$ cat src/rtl/btn_pkg.sv
// Shared types and default board timing for the push-button step generator.
// All timing values are in CLK100MHZ cycles.
package btn_pkg;

    typedef enum logic [1:0] {
        IDLE   = 2'd0,
        HOLD   = 2'd1,
        REPEAT = 2'd2
    } btn_state_t;

    localparam int DEF_DEBOUNCE_CYCLES = 1_000_000;   // 10 ms at 100 MHz
    localparam int DEF_REPEAT_DELAY    = 50_000_000;  // 500 ms
    localparam int DEF_REPEAT_PERIOD   = 10_000_000;  // 100 ms

    function automatic int max_int(input int a, input int b);
        if (a > b) begin
            return a;
        end else begin
            return b;
        end
    endfunction

endpackage

$ cat src/rtl/btn_step_gen_sync_debounce.sv
// Two-flop synchronizer followed by a stability counter; level follows the
// synchronized button only after it has held a new value for DEBOUNCE_CYCLES.
module sync_debounce
    import btn_pkg::*;
#(
    parameter int DEBOUNCE_CYCLES = DEF_DEBOUNCE_CYCLES
) (
    input  logic clk,
    input  logic rst_n,
    input  logic btn_in,
    output logic level,
    output logic fall_next
);

    localparam int CW = $clog2(DEBOUNCE_CYCLES);
    localparam logic [CW-1:0] CNT_LAST = CW'(DEBOUNCE_CYCLES - 1);
    localparam logic [CW-1:0] CNT_ONE  = CW'(1);
    localparam logic [CW-1:0] CNT_ZERO = {CW{1'b0}};

    logic          sync1_r;
    logic          sync2_r;
    logic          level_r;
    logic [CW-1:0] cnt_r;

    // Synchronizer and debounce counter; any bounce back to level restarts the count.
    always_ff @(posedge clk or negedge rst_n) begin
        if (!rst_n) begin
            sync1_r <= 1'b0;
            sync2_r <= 1'b0;
            level_r <= 1'b0;
            cnt_r   <= CNT_ZERO;
        end else begin
            sync1_r <= btn_in;
            sync2_r <= sync1_r;
            if (sync2_r != level_r) begin
                if (cnt_r == CNT_LAST) begin
                    level_r <= ~level_r;
                    cnt_r   <= CNT_ZERO;
                end else begin
                    cnt_r   <= cnt_r + CNT_ONE;
                end
            end else begin
                cnt_r <= CNT_ZERO;
            end
        end
    end

    assign level = level_r;
    // High in the cycle right before level drops, so a coincident repeat tick can be suppressed.
    assign fall_next = level_r & ~sync2_r & (cnt_r == CNT_LAST);

endmodule

$ cat src/rtl/btn_step_gen.sv
// Debounced push-button to single-cycle step pulses with optional auto-repeat.
// The release output is named release_pulse because release is a reserved word.
module btn_step_gen
    import btn_pkg::*;
#(
    parameter int DEBOUNCE_CYCLES = DEF_DEBOUNCE_CYCLES,
    parameter bit REPEAT_EN       = 1'b1,
    parameter int REPEAT_DELAY    = DEF_REPEAT_DELAY,
    parameter int REPEAT_PERIOD   = DEF_REPEAT_PERIOD
) (
    input  logic CLK100MHZ,
    input  logic CPU_RESETN,
    input  logic btn_in,
    output logic level,
    output logic step,
    output logic release_pulse
);

    localparam int RW = $clog2(max_int(REPEAT_DELAY, REPEAT_PERIOD));
    localparam logic [RW-1:0] DELAY_LAST  = RW'(REPEAT_DELAY - 1);
    localparam logic [RW-1:0] PERIOD_LAST = RW'(REPEAT_PERIOD - 1);
    localparam logic [RW-1:0] R_ONE       = RW'(1);
    localparam logic [RW-1:0] R_ZERO      = {RW{1'b0}};

    logic          level_s;
    logic          fall_next_s;
    btn_state_t    state_r;
    logic [RW-1:0] rcnt_r;
    logic          step_r;
    logic          release_r;

    sync_debounce #(
        .DEBOUNCE_CYCLES (DEBOUNCE_CYCLES)
    ) u_sync_debounce (
        .clk       (CLK100MHZ),
        .rst_n     (CPU_RESETN),
        .btn_in    (btn_in),
        .level     (level_s),
        .fall_next (fall_next_s)
    );

    // Press/hold/repeat FSM; a level fall always beats a repeat tick.
    always_ff @(posedge CLK100MHZ or negedge CPU_RESETN) begin
        if (!CPU_RESETN) begin
            state_r   <= IDLE;
            rcnt_r    <= R_ZERO;
            step_r    <= 1'b0;
            release_r <= 1'b0;
        end else begin
            step_r    <= 1'b0;
            release_r <= 1'b0;
            case (state_r)
                IDLE: begin
                    rcnt_r <= R_ZERO;
                    if (level_s) begin
                        step_r  <= 1'b1;
                        state_r <= HOLD;
                    end else begin
                        state_r <= IDLE;
                    end
                end
                HOLD: begin
                    if (!level_s) begin
                        release_r <= 1'b1;
                        state_r   <= IDLE;
                        rcnt_r    <= R_ZERO;
                    end else if (rcnt_r == DELAY_LAST) begin
                        // Counter parks at its last value when repeat is off or a fall is imminent.
                        if (REPEAT_EN && !fall_next_s) begin
                            step_r  <= 1'b1;
                            state_r <= REPEAT;
                            rcnt_r  <= R_ZERO;
                        end else begin
                            state_r <= HOLD;
                        end
                    end else begin
                        rcnt_r <= rcnt_r + R_ONE;
                    end
                end
                REPEAT: begin
                    if (!level_s) begin
                        release_r <= 1'b1;
                        state_r   <= IDLE;
                        rcnt_r    <= R_ZERO;
                    end else if (rcnt_r == PERIOD_LAST) begin
                        if (!fall_next_s) begin
                            step_r <= 1'b1;
                            rcnt_r <= R_ZERO;
                        end else begin
                            state_r <= REPEAT;
                        end
                    end else begin
                        rcnt_r <= rcnt_r + R_ONE;
                    end
                end
                default: begin
                    state_r <= IDLE;
                    rcnt_r  <= R_ZERO;
                end
            endcase
        end
    end

    assign level         = level_s;
    assign step          = step_r;
    assign release_pulse = release_r;

endmodule

$ cat config.mk
export PLATFORM = sky130hd
export DESIGN_NAME = btn_step_gen
export DESIGN_NICKNAME = d
export VERILOG_FILES = /design/src/rtl/btn_pkg.sv /design/src/rtl/btn_step_gen_sync_debounce.sv /design/src/rtl/btn_step_gen.sv
export SDC_FILE = /design/constraint.sdc
export NUM_CORES = 1
export LEC_CHECK = 0
export ABC_AREA = 0
export BUFFER_PORTS_ARGS = -buffer_cell sky130_fd_sc_hd__buf_2
export CAP_MARGIN = 20
export CORE_MARGIN = 2
export CORE_UTILIZATION = 65
export DETAILED_ROUTE_END_ITERATION = 8
export PLACE_DENSITY = 0.8
export SETUP_SLACK_MARGIN = 0.4
export SLEW_MARGIN = 10
export SYNTH_ARGS = -nofsm -noshare
export SYNTH_HDL_FRONTEND = slang
export SYNTH_SLANG_ARGS = --single-unit
$ cat constraint.sdc
create_clock -name CLK100MHZ -period 3.75 [get_ports CLK100MHZ]
set_clock_uncertainty 0.1 [all_clocks]
set_input_delay 0.1875 -clock CLK100MHZ [delete_from_list [all_inputs] [get_ports CLK100MHZ]]
set_output_delay 0.1875 -clock CLK100MHZ [all_outputs]
set_load 0.005 [all_outputs]
Word level (Yosys, flattened, before mapping)
Index checks and enable logic that the tools add are counted.

Bits in registers: 53. Latch bits: 0. Memory bits (writable): 0. Bits in read-only memories: 0. Bits of input ports: 3. Output and inout port bits: 3. Memories kept: 0.

$add $sub $neg: 2. $mul: 0. Divide/modulo/power cells: 0. Magnitude comparators: 0. Eq/ne operators: 9. Shift operators: 0. Muxes and demuxes: 25. Bitwise gates (word level): 4. Reduce and logical (&&, ||, !) cells: 4.

Operators with widths (count): $mux 26 (5); $pmux 26 s2 (1); $mux 20 (2); $add 26x1->26 const B (1); $eq 26x24->1 const B (1); $eq 26x26->1 const B (1); $add 20x1->20 const B (1); $eq 20x20->1 const B (1); $mux 2 (6); $mux 1 (9); $ne 3x3->1 const B (3); $pmux 2 s3 (1); $pmux 1 s3 (1); $reduce_and 3->1 (1); $and 1x1->1 (2); $eq 2x1->1 const B (1); $eq 2x2->1 const B (1); $logic_not 2->1 (1); $not 1->1 (2); $reduce_and 2->1 (1); $reduce_or 2->1 (1); $ne 1x1->1 (1).

Logic depth before layout (Yosys ltp)
Gate-level depths: netlist of the first run.

Word-level depth: 7. Mapped depth: 7.

Hierarchy
From an unflattened synthesis of the first run, not the netlist that was laid out.

Cell total of the unflattened synthesis: 324. Area, all modules: 3140.5 um2.

By module, submodules not included: btn_step_gen (times used 1, cells an instance 215, area an instance 2010.7 um2); sync_debounce (times used 1, cells an instance 109, area an instance 1129.8 um2).

Worst setup path before layout of the first run
No wires, ideal clock.

Path kind: reg-to-reg. Start point: reg u_sync_debounce.cnt_r[12]. End point: reg step_r, in the netlist step. Setup time: 119 ps. Arrival: 2148 ps. Required time: 3531 ps. Setup slack: 1384 ps. Stages on the path, launching flop included: 6. Buffers on the path: 0. Clock period less this slack: 2366 ps. Cells stage by stage: dfrtp_1 > or4b_4 > or3_4 > or4_4 > o211a_1 > o21a_1.

Word-level cells in the longest chain between the ends: 6.

Ends and longest elaborated chain: start: declaration (RTL line btn_step_gen_sync_debounce.sv:23) `logic [CW-1:0] cnt_r;`; start signal: assignment (RTL line btn_step_gen_sync_debounce.sv:40) `cnt_r <= cnt_r + CNT_ONE;`; $eq 20x20->1 * (RTL line btn_step_gen_sync_debounce.sv:50) `assign fall_next = level_r & ~sync2_r & (cnt_r == CNT_LAST);`; $and 1x1->1 * (RTL line btn_step_gen_sync_debounce.sv:50); $mux 1 * (RTL line btn_step_gen.sv:69, btn_step_gen.sv:86); $mux 1 (on tied branches) (RTL line btn_step_gen.sv:85, btn_step_gen.sv:67); $mux 1 (on tied branches) (RTL line btn_step_gen.sv:81, btn_step_gen.sv:63); $pmux 1 s3 * (RTL line btn_step_gen.sv:52) `case (state_r)`; end signal: assignment (RTL line btn_step_gen.sv:56) `step_r <= 1'b1;`; end signal: assignment (RTL line btn_step_gen.sv:70) `step_r <= 1'b1;`; end signal: assignment (RTL line btn_step_gen.sv:87) `step_r <= 1'b1;`; end: declaration (RTL line btn_step_gen.sv:29) `logic step_r;`.

Every way passes the cells marked *; elsewhere a longest branch is shown, timed or not. A chain may end at the register's enable or synchronous reset.

Final worst setup path of the first run
Start point: reg rcnt_r[0]. End point: reg rcnt_r[1].

Word-level cells in the longest chain between the ends: 4.

Ends and longest elaborated chain: start: declaration (RTL line btn_step_gen.sv:28) `logic [RW-1:0] rcnt_r;`; start signal: assignment (RTL line btn_step_gen.sv:77) `rcnt_r <= rcnt_r + R_ONE;`; start signal: assignment (RTL line btn_step_gen.sv:93) `rcnt_r <= rcnt_r + R_ONE;`; $add 26x1->26, or another cell as far along (RTL line btn_step_gen.sv:77, btn_step_gen.sv:93); $mux 26 (on tied branches) (RTL line btn_step_gen.sv:85, btn_step_gen.sv:67); $mux 26 (on tied branches) (RTL line btn_step_gen.sv:81, btn_step_gen.sv:63); $pmux 26 s2 * (RTL line btn_step_gen.sv:52).

Marks and branches as above.

==> run metrics, run 1 <==
sink of the worst hold path u_sync_debounce.sync2_r$_DFF_PN0_; ratio of final minimum period to clock period 72.2%; net switching power figure 209 µW; Rows 25; first-pass GRT wire length 11100 µm; fraction of power consumed by the clock network 34.7%; Chip Height between 70 and 80 µm; number of synthesized register bits 53; combined global-route utilization of all metal layers 26.3%; number of instances resized during post-cts repair 0; Top FF cell, synth dfrtp_1; Int Power 710 µW; class of the most critical hold timing path reg2reg; CTS tree built; proportion of synthesized flip-flops having asynchronous set or reset 100%; die outline area 5400 µm²; effective utilization at floorplan 66.9%; type of the setup path with the least slack reg2reg; total count of hold-check failures in the final report 0; cts bufs inserted 5; area inside the core boundary 4690 µm²; placed wire-length estimate 4520 µm; relative contribution of sequential cells to total power 62.9%; Synthesis Warnings 0; dominant cells by area after synthesis dfrtp_1, xnor2_1, o21a_1, nor2_1, xor2_1; Post-Route WL between 6000 and 7000 µm; biggest fanout along the worst timing path 10; Pwr Total 919 µW; Setup violations, final 0; final-layout fill cell count between 300 and 400; startpoint of the most critical hold path u_sync_debounce.sync1_r$_DFF_PN0_; first-iteration detailed-routing DRC count 168; commonest non-fill, non-tap cell in the layout dfrtp_1; count of antenna diodes in the layout 0; result of the run completed; Synth Net Count between 300 and 400; leftover overflow at the end of global routing 0; logic depth of the worst register-to-register path 6; count of distinct cell types in the synthesized netlist 53; switching part of the total power 22.8%; setup repair after global routing missed its margin false; number of flops mapped to enable cells by yosys 0; Critical Path Source Type register; area added between synthesis and finish 4.91%; Reg2Reg Launch Point rcnt_r[0]$_DFF_PN0_; Worst path slowest cell o21ai_1; gp weighted congestion 0.939; power per unit of standard cell area 279 nW/µm²; vias in the first global route 2390; Sink Count 53; Worst slew margin between 40% and 50%; count of input and output buffers 5; Post-CTS Setup Bufs 0; count of boundary I/O pins 6; leak pwr 0.00134 µW; fraction of final layout cells with drive strength greater than 1 9.42%; hold depth 0; stage delay of the slowest cell on the critical path 0.61 ns; netlist area before placement 3140 µm²; Register-to-Register Setup Slack 1.04 ns; synthesized instance count around 330; sequential fraction of the synthesis area 42.3%; sequential standard cell area ~1300 µm²; Fin Setup TNS 0 ns; max capacitance violation total 0; layout net count 338; Avg Synthesized Cell Area roughly 9.6 µm²; Max VDD drop slightly below 0.0002 V; required time at the worst-slack endpoint 3.86 ns; fin. max-slew vios 0; commonest cells after routing, fill and taps aside dfrtp_1, nor2_1, xnor2_1; buffer cell driving the clock tree root clkbuf_8; number of antenna violations at the first check in global routing 0; type of destination of the critical path register; Vias about 2400; final cell count without fillers roughly 380; average detailed-routed wire length per instance approximately 17 µm; transition time at the pin with the least slew margin slightly below 0.9 ns; Clock Path Buffers 2; post-synthesis cell type with the largest combined area dfrtp_1; pin count of the biggest net entering global routing 54; ordered list of cells on the worst path ha_1 -> and4_1 -> nand4_1 -> o21ai_1 -> a21oi_1 -> a32o_1; time the worst path needs with I/O delays and setup 2.71 ns; number of antenna-violating nets in the routed design 0; placed instance count 373; clock-pin slew reported for the worst setup and hold paths after clock tree synthesis 0.10 ns; combinational share of power roughly 2.5%; number of remaining DRC errors 0; average vias per placed instance about 6.4; source-to-sink clock delay at the later pin of the worst-skew pair 0.31 ns; first drt pass iteration count 4; reg-to-reg critical path endpoint rcnt_r[1]$_DFF_PN0_; fmax approximately 370 MHz; multi-input logic area 1660 µm²; DIE WIDTH 73.5 µm; Max H-tree Level 2; Worst EP arrival 2.81 ns; area share of the largest cell type after synthesis 42.3%
-- flip-flops by register name (all words and copies together), names as in the netlist --
register and cells:
u_sync_debounce.level 1, step 1, release_pulse 1, state_r 2
u_sync_debounce.sync1_r 1, u_sync_debounce.cnt_r 20, rcnt_r 26, u_sync_debounce.sync2_r 1
-- power by group through the flow --
stage | registers, µW | clock network, µW | logic, µW
after floorplan | 588 | 0 | 7.83
after global placement | 589 | 0 | 21.6
after detailed placement | 589 | 0 | 22.2
after CTS | 578 | 322 | 23.8
after global routing | 578 | 343 | 27.1
final | 578 | 319 | 22.6
-- cells in the mapped netlist (7+ instances only) --
master	n
nand4_1	17
nor3_1	9
o21a_1	17
xor2_1	14
a211oi_1	11
nand3_1	12
or4_1	7
dfrtp_1	53
clkbuf_1	15
nand2_1	15
nor2_1	33
xnor2_1	19
inv_1	17
ha_1	7
-- cells by family after synthesis --
kind of cell               after synthesis  synth area share, %
and+or+nand+nor                        138                 25.8
AOI/OAI and AO/OA                       61                 15.2
DFF                                     53                 42.3
buffers and inverters                   36                 4.67
xor gates and xnor gates                33                 9.21
adders and majority gates                7                 2.79
-- worst max path at each step --
stage	from	to	slack, ns
final	rcnt_r[0]$_DFF_PN0_	rcnt_r[1]$_DFF_PN0_	1.04
after floorplan	u_sync_debounce.cnt_r[12]$_DFF_PN0_	step$_DFF_PN0_	1.38
after CTS	rcnt_r[0]$_DFF_PN0_	rcnt_r[1]$_DFF_PN0_	1.06
after global routing	rcnt_r[0]$_DFF_PN0_	rcnt_r[1]$_DFF_PN0_	0.81
after global placement	rcnt_r[7]$_DFF_PN0_	rcnt_r[1]$_DFF_PN0_	1.18
after detailed placement	rcnt_r[0]$_DFF_PN0_	rcnt_r[1]$_DFF_PN0_	1.10
-- worst max-delay path, delay by kind of cell, from the launching register on --
family	cells	cell delay, ns
flip-flops	1	0.42
AO/OA/AOI/OAI	3	1.31
AND/OR/NAND/NOR	2	0.51
adder cells (fa/ha/maj)	1	0.25
-- per-layer routing --
metal  global-route usage [%]  part of all wire [%]  vias to the layer above  routed length (µm)
met2                     44.4                    50                       56                3300
met5                        0                     0                        -                   0
li1                         -                     -                     1200                   -
met1                     34.5                    44                     1179                2900
met3                     3.43                   3.3                       13                 219
met4                     9.70                   2.0                        0                 131
-- what timing repair did --
item / in CTS / in global routing
hold endpoints to repair: 54 / 0
hold buffers: 2 / 0
setup endpoints to repair: 0 / 0
-- final cells by class --
| class | instances | area share (%) |
|---|---|---|
| clock buffers | 5 | 2.09 |
| clock inverters | 3 | 0.532 |
| inverters | 17 | 1.94 |
| multi-input cells | 239 | 50.6 |
| flip-flops and latches | 53 | 40.3 |
| well taps | 54 | 2.05 |
| repair buffers | 12 | 2.51 |
-- per-stage QoR --
stage / cell area, µm² / util [%] / hold slack, ns / setup WS, ns
after global placement: 3180 / 67.9 / 0.195 / 1.18
after floorplan: 3140 / - / -0.208 / 1.38
final: 3290 / 70.1 / 0.273 / 1.04
after CTS: 3290 / 70.1 / 0.271 / 1.06
after global routing: 3290 / 70.1 / 0.297 / 0.814
after detailed placement: 3180 / 67.9 / 0.207 / 1.10
Power figures use the tool's default switching activity.
==> run 2, diff against run 1 <==
--- a/config.mk
+++ b/config.mk
@@ -9,9 +9,9 @@
 export BUFFER_PORTS_ARGS = -buffer_cell sky130_fd_sc_hd__buf_2
 export CAP_MARGIN = 20
 export CORE_MARGIN = 2
-export CORE_UTILIZATION = 65
+export CORE_UTILIZATION = 63
 export DETAILED_ROUTE_END_ITERATION = 8
-export PLACE_DENSITY = 0.8
+export PLACE_DENSITY = 0.78
 export SETUP_SLACK_MARGIN = 0.4
 export SLEW_MARGIN = 10
 export SYNTH_ARGS = -nofsm -noshare
==> constraint.sdc (replaced) <==
create_clock -name CLK100MHZ -period 2.82 [get_ports CLK100MHZ]
set_clock_uncertainty 0.1 [all_clocks]
set_input_delay 0.141 -clock CLK100MHZ [delete_from_list [all_inputs] [get_ports CLK100MHZ]]
set_output_delay 0.141 -clock CLK100MHZ [all_outputs]
set_load 0.005 [all_outputs]
==> run metrics, run 2 (synthesis gave the netlist of run 1 again) <==
clock-pin slew reported for the worst setup and hold paths after clock tree synthesis 0.09 ns (was 0.10 ns); logic depth of the worst register-to-register path 5 (was 6); vias in the first global route 2559 (was 2390); count of boundary I/O pins 6 (unchanged); cts bufs inserted 5 (unchanged); required time at the worst-slack endpoint 2.92 ns (was 3.86 ns); count of antenna diodes in the layout 0 (unchanged); fin. max-slew vios 0 (unchanged); placed instance count 390 (was 373); met3 wire len 213 µm (was 219 µm); switching part of the total power 22.3% (was 22.8%); Fin Setup TNS 0 ns (unchanged); Worst slew margin 41.0% (was 40.9%); Sink Count 53 (unchanged); first-pass GRT wire length 11300 µm (was 11100 µm); leftover overflow at the end of global routing 0 (unchanged); total count of hold-check failures in the final report 0 (unchanged); leak pwr 0.00137 µW (was 0.00134 µW); max capacitance violation total 0 (unchanged); type of the setup path with the least slack reg2reg (unchanged); Chip Height 74.6 µm (was 73.5 µm); placed wire-length estimate 4600 µm (was 4520 µm); reg-to-reg critical path endpoint step$_DFF_PN0_ (was rcnt_r[1]$_DFF_PN0_); area inside the core boundary 4750 µm² (was 4690 µm²); first drt pass iteration count 4 (unchanged); Rows 25 (unchanged); Reg2Reg Launch Point u_sync_debounce.cnt_r[13]$_DFF_PN0_ (was rcnt_r[0]$_DFF_PN0_); first-iteration detailed-routing DRC count 135 (was 168); Max H-tree Level 2 (unchanged); Max VDD drop 0.000348 V (was 0.000193 V); fraction of power consumed by the clock network 34.5% (was 34.7%); number of antenna violations at the first check in global routing 0 (unchanged); final standard cell utilization of the core 72.2% (was 70.1%); fmax 412 MHz (was 369 MHz); power per unit of standard cell area 356 nW/µm² (was 279 nW/µm²); buffer cell driving the clock tree root clkbuf_8 (unchanged); largest reg by FF count rcnt_r (unchanged); combined global-route utilization of all metal layers 26.3% (about the same); fraction of final layout cells with drive strength greater than 1 15.3% (was 9.42%); final-layout fill cell count 370 (was 364); path length in cells of the critical path 5 (was 6); result of the run completed (unchanged); CTS tree built (unchanged); Crit. Startpoint u_sync_debounce.cnt_r[13]$_DFF_PN0_ (was rcnt_r[0]$_DFF_PN0_); gp weighted congestion 0.841 (was 0.939); die outline area 5560 µm² (was 5400 µm²); stage delay of the slowest cell on the critical path 0.53 ns (was 0.61 ns); Met2 Routed Length 3330 µm (was 3300 µm); routed metal-1 wirelength 2920 µm (was 2900 µm); type of destination of the critical path register (unchanged); DIE WIDTH 74.6 µm (was 73.5 µm); source-to-sink clock delay at the later pin of the worst-skew pair 0.31 ns (about the same); commonest cells after routing, fill and taps aside dfrtp_1, nor2_1, xnor2_1 (unchanged); largest registers ranked by flip-flop count rcnt_r (26), u_sync_debounce.cnt_r (20), state_r (2) (unchanged); count of input and output buffers 5 (unchanged); uppermost layer routed met4 (unchanged); area added between synthesis and finish 9.37% (was 4.91%); average vias per placed instance 6.14 (was 6.39); setup repair after global routing missed its margin true (was false); time the worst path needs with I/O delays and setup 2.43 ns (was 2.71 ns); commonest non-fill, non-tap cell in the layout dfrtp_1 (unchanged); Clock Path Buffers 2 (unchanged); pin count of the biggest net entering global routing 34 (was 54); Worst EP arrival 2.53 ns (was 2.81 ns); net switching power figure 273 µW (was 209 µW); flip-flop count of the largest register, all copies and words added 26 (unchanged); combinational share of power 2.6% (was 2.5%); number of antenna-violating nets in the routed design 0 (unchanged); worst setup path endpoint step$_DFF_PN0_ (was rcnt_r[1]$_DFF_PN0_); Critical Path Source Type register (unchanged); Register-to-Register Setup Slack 0.39 ns (was 1.04 ns); Int Power 948 µW (was 710 µW); Vias 2491 (was 2448); Setup violations, final 0 (unchanged); average detailed-routed wire length per instance 16.3 µm (was 17.1 µm); cell class contributing the biggest share of worst-path delay simple AND/OR/NAND/NOR gates (was compound AO/OA/AOI/OAI gates); transition time at the pin with the least slew margin 0.884 ns (was 0.886 ns); number of remaining DRC errors 0 (unchanged); biggest fanout along the worst timing path 5 (was 10); final cell count without fillers 406 (was 383); CP bufs+invs 0 (unchanged); Post-Route WL 6620 µm (was 6550 µm); Worst path slowest cell or4b_4 (was o21ai_1); ordered list of cells on the worst path or4b_4 -> or3_4 -> or4_4 -> o211a_1 -> o21a_1 (was ha_1 -> and4_1 -> nand4_1 -> o21ai_1 -> a21oi_1 -> a32o_1); class of the most critical hold timing path in2async (was reg2reg); relative contribution of sequential cells to total power 62.9% (about the same); ratio of final minimum period to clock period 86.1% (was 72.2%); layout net count 348 (was 338); effective utilization at floorplan 66.0% (was 66.9%)
-- run 2: cell type report --
type | instances | area [µm²] | share of cell area [%]
Clock inverter | 2 | 15.0 | 0.438
Inverter | 17 | 63.8 | 1.86
Multi-Input combinational cell | 239 | 1700 | 49.7
Clock buffer | 6 | 72.6 | 2.12
Timing Repair Buffer | 22 | 158 | 4.60
Tap cell | 67 | 83.8 | 2.44
Sequential cell | 53 | 1330 | 38.9
-- run 2: layer usage --
layer  GRT usage, %  vias up
met4           11.5        0
met2           46.4       51
met5              0        -
li1               -     1219
met3           4.20       14
met1           31.7     1207
-- run 2: power by group through the flow --
stage / sequential [µW] / clock, µW / combinational, µW
2_1_floorplan: 782 / 0 / 10.4
3_3_place_gp: 783 / 0 / 30.2
3_5_place_dp: 783 / 0 / 30.8
4_1_cts: 768 / 430 / 32.9
5_1_grt: 769 / 461 / 37.9
6_report: 768 / 421 / 31.6
-- run 2: how the worst min path moves through the flow --
stage / endpoint / slack, ns / depth (start not counted) / start
6_report: rcnt_r[23]$_DFF_PN0_ / 0.22 / 2 / CPU_RESETN
5_1_grt: u_sync_debounce.sync2_r$_DFF_PN0_ / 0.27 / 0 / u_sync_debounce.sync1_r$_DFF_PN0_
4_1_cts: rcnt_r[23]$_DFF_PN0_ / 0.23 / 2 / CPU_RESETN
3_5_place_dp: rcnt_r[23]$_DFF_PN0_ / 0.03 / 1 / CPU_RESETN
3_3_place_gp: rcnt_r[23]$_DFF_PN0_ / 0.02 / 1 / CPU_RESETN
2_1_floorplan: rcnt_r[0]$_DFF_PN0_ / -0.25 / 0 / CPU_RESETN
-- run 2: through the flow --
step                      setup WS, ns  hold WS [ns]  total power (µW)  cell area (µm²)
after detailed placement         0.318        0.0268               814             3230
after global placement           0.383        0.0230               813             3230
after global routing             0.333         0.266              1270             3430
after CTS                        0.395         0.228              1230             3360
final                            0.391         0.216              1220             3430
after floorplan                  0.454        -0.255               793             3140
-- run 2: what timing repair did --
action                                  in CTS  in global routing
endpoints found under the setup margin      13                 21
setup buffers                                1                  5
pin swaps                                    0                  3
hold buffers                                 2                  0
endpoints found under the hold margin       21                  0
gates resized for setup                      4                 10
==> run 3, diff against run 2 <==
--- a/config.mk
+++ b/config.mk
@@ -8,6 +8,7 @@
 export ABC_AREA = 0
 export BUFFER_PORTS_ARGS = -buffer_cell sky130_fd_sc_hd__buf_2
 export CAP_MARGIN = 20
+export CORE_ASPECT_RATIO = 1.25
 export CORE_MARGIN = 2
 export CORE_UTILIZATION = 63
 export DETAILED_ROUTE_END_ITERATION = 8
==> constraint.sdc (replaced) <==
create_clock -name CLK100MHZ -period 2.82 [get_ports CLK100MHZ]
set_clock_uncertainty 0.1 [all_clocks]
set_input_delay 0.282 -clock CLK100MHZ [delete_from_list [all_inputs] [get_ports CLK100MHZ]]
set_output_delay 0.282 -clock CLK100MHZ [all_outputs]
set_load 0.005 [all_outputs]
==> run metrics, run 3 (synthesis gave the netlist of run 1 again) <==
Max H-tree Level 2 (unchanged); setup repair after global routing missed its margin true (unchanged); fin. max-slew vios 0 (unchanged); met3 wire len 176 µm (was 213 µm); combined global-route utilization of all metal layers 25.9% (was 26.3%); Post-Place Setup Slack 0.325 ns (was 0.318 ns); Worst EP arrival 2.53 ns (about the same); largest reg by FF count rcnt_r (unchanged); count of boundary I/O pins 6 (unchanged); gp weighted congestion 0.903 (was 0.841); area added between synthesis and finish 11.1% (was 9.37%); ratio of final minimum period to clock period 84.4% (was 86.1%); type of the setup path with the least slack reg2reg (unchanged); first drt pass iteration count 5 (was 4); Sink Count 53 (unchanged); reg-to-reg critical path endpoint rcnt_r[25]$_DFF_PN0_ (was step$_DFF_PN0_); result of the run completed (unchanged); effective utilization at floorplan 65.8% (was 66.0%); class of the most critical hold timing path reg2reg (was in2async); type of destination of the critical path register (unchanged); area inside the core boundary 4760 µm² (was 4750 µm²); Clock Path Buffers 2 (unchanged); routed metal-1 wirelength 2930 µm (was 2920 µm); buffer cell driving the clock tree root clkbuf_8 (unchanged); Crit. Startpoint rcnt_r[0]$_DFF_PN0_ (was u_sync_debounce.cnt_r[13]$_DFF_PN0_); uppermost layer routed met4 (unchanged); first-pass GRT wire length 11300 µm (about the same); power per unit of standard cell area 356 nW/µm² (about the same); Register-to-Register Setup Slack 0.44 ns (was 0.39 ns); biggest fanout along the worst timing path 6 (was 5); pin count of the biggest net entering global routing 35 (was 34); startpoint of the most critical hold path u_sync_debounce.sync1_r$_DFF_PN0_; commonest cells after routing, fill and taps aside dfrtp_1, nor2_1, buf_4 (was dfrtp_1, nor2_1, xnor2_1); average detailed-routed wire length per instance 17.2 µm (was 16.3 µm); number of antenna-violating nets in the routed design 0 (unchanged); die outline area 5560 µm² (about the same); Chip Height 82.9 µm (was 74.6 µm); flip-flop count of the largest register, all copies and words added 26 (unchanged); logic depth of the worst register-to-register path 6 (was 5); Met2 Routed Length 3710 µm (was 3330 µm); first-iteration detailed-routing DRC count 182 (was 135); layout net count 355 (was 348); count of antenna diodes in the layout 0 (unchanged); fraction of final layout cells with drive strength greater than 1 16.8% (was 15.3%); Setup violations, final 0 (unchanged); final-layout fill cell count 352 (was 370); Post-Route WL 6970 µm (was 6620 µm); source-to-sink clock delay at the later pin of the worst-skew pair 0.31 ns (about the same); final standard cell utilization of the core 73.2% (was 72.2%); clock-pin slew reported for the worst setup and hold paths after clock tree synthesis 0.10 ns (was 0.09 ns); worst setup path endpoint rcnt_r[25]$_DFF_PN0_ (was step$_DFF_PN0_); CTS tree built (unchanged); leak pwr 0.00143 µW (was 0.00137 µW); DIE WIDTH 67.1 µm (was 74.6 µm); fmax 420 MHz (was 412 MHz); placed wire-length estimate 4730 µm (was 4600 µm); total count of hold-check failures in the final report 0 (unchanged); leftover overflow at the end of global routing 0 (unchanged); post-route design area 3490 µm² (was 3430 µm²); crit path setup slack, layout 0.440 ns (was 0.391 ns); Vias 2546 (was 2491); Critical Path Source Type register (unchanged); vias in the first global route 2499 (was 2559); max capacitance violation total 0 (unchanged); number of antenna violations at the first check in global routing 0 (unchanged); required time at the worst-slack endpoint 2.97 ns (was 2.92 ns); cts bufs inserted 5 (unchanged); Rows 28 (was 25); time the worst path needs with I/O delays and setup 2.38 ns (was 2.43 ns); Max VDD drop 0.000308 V (was 0.000348 V); cell area after placement 3240 µm² (was 3230 µm²); Reg2Reg Launch Point rcnt_r[0]$_DFF_PN0_ (was u_sync_debounce.cnt_r[13]$_DFF_PN0_); worst hold-check slack 0.301 ns (was 0.216 ns); number of remaining DRC errors 0 (unchanged); commonest non-fill, non-tap cell in the layout dfrtp_1 (unchanged); Fin Setup TNS 0 ns (unchanged); transition time at the pin with the least slew margin 0.581 ns (was 0.884 ns); Worst slew margin 61.3% (was 41.0%); average vias per placed instance 6.27 (was 6.14); count of input and output buffers 5 (unchanged); largest registers ranked by flip-flop count rcnt_r (26), u_sync_debounce.cnt_r (20), state_r (2) (unchanged)
run 3: what timing repair did:
action,in CTS,in global routing
pin swaps,0,3
hold endpoints to repair,20,0
endpoints found under the setup margin,8,18
hold buffers,2,0
setup buffers,1,9
gates resized for setup,4,9
gates cloned,0,1
run 3: cell type report:
type	instances	area, µm²	share of cell area [%]
sequential	53	1330	38.2
clock inverter	3	25.0	0.718
inverter	17	63.8	1.83
multi-input combinational	240	1720	49.3
timing repair buffer	28	203	5.81
tap	60	75.1	2.15
clock buffer	5	68.8	1.97
run 3: through the flow:
stage	total power (µW)	cells
after CTS	1250	396
after detailed placement	814	385
after floorplan	793	328
final	1240	406
after global placement	812	385
after global routing	1300	406
run 3: worst min-delay path by stage:
stage,end,slack (ns),depth (start not counted)
2_1_floorplan,rcnt_r[0]$_DFF_PN0_,-0.11,0
3_3_place_gp,rcnt_r[17]$_DFF_PN0_,0.15,1
3_5_place_dp,rcnt_r[17]$_DFF_PN0_,0.15,1
4_1_cts,u_sync_debounce.sync2_r$_DFF_PN0_,0.29,0
5_1_grt,u_sync_debounce.sync2_r$_DFF_PN0_,0.30,0
6_report,u_sync_debounce.sync2_r$_DFF_PN0_,0.30,0
run 3: routing by layer:
metal,track usage [%],vias up
met5,0,-
met4,9.28,0
met3,4.88,12
met2,44.5,46
met1,31.4,1250
li1,-,1238
run 3: where the power goes:
group          leakage [µW]  switching [µW]  internal, µW  total (µW)
clock network     0.0000447             261           180         440
registers          0.000727            4.29           764         769
logic              0.000655            22.7          8.59        31.3
total               0.00143             288           952        1240
run 3: critical path, stage by stage (launching register included):
cell and delay (ns):
dfrtp_1 0.43, buf_4 0.14, nand3_1 0.20, or4_4 0.52, or4_1 0.49, a221oi_1 0.29
o21a_1 0.14
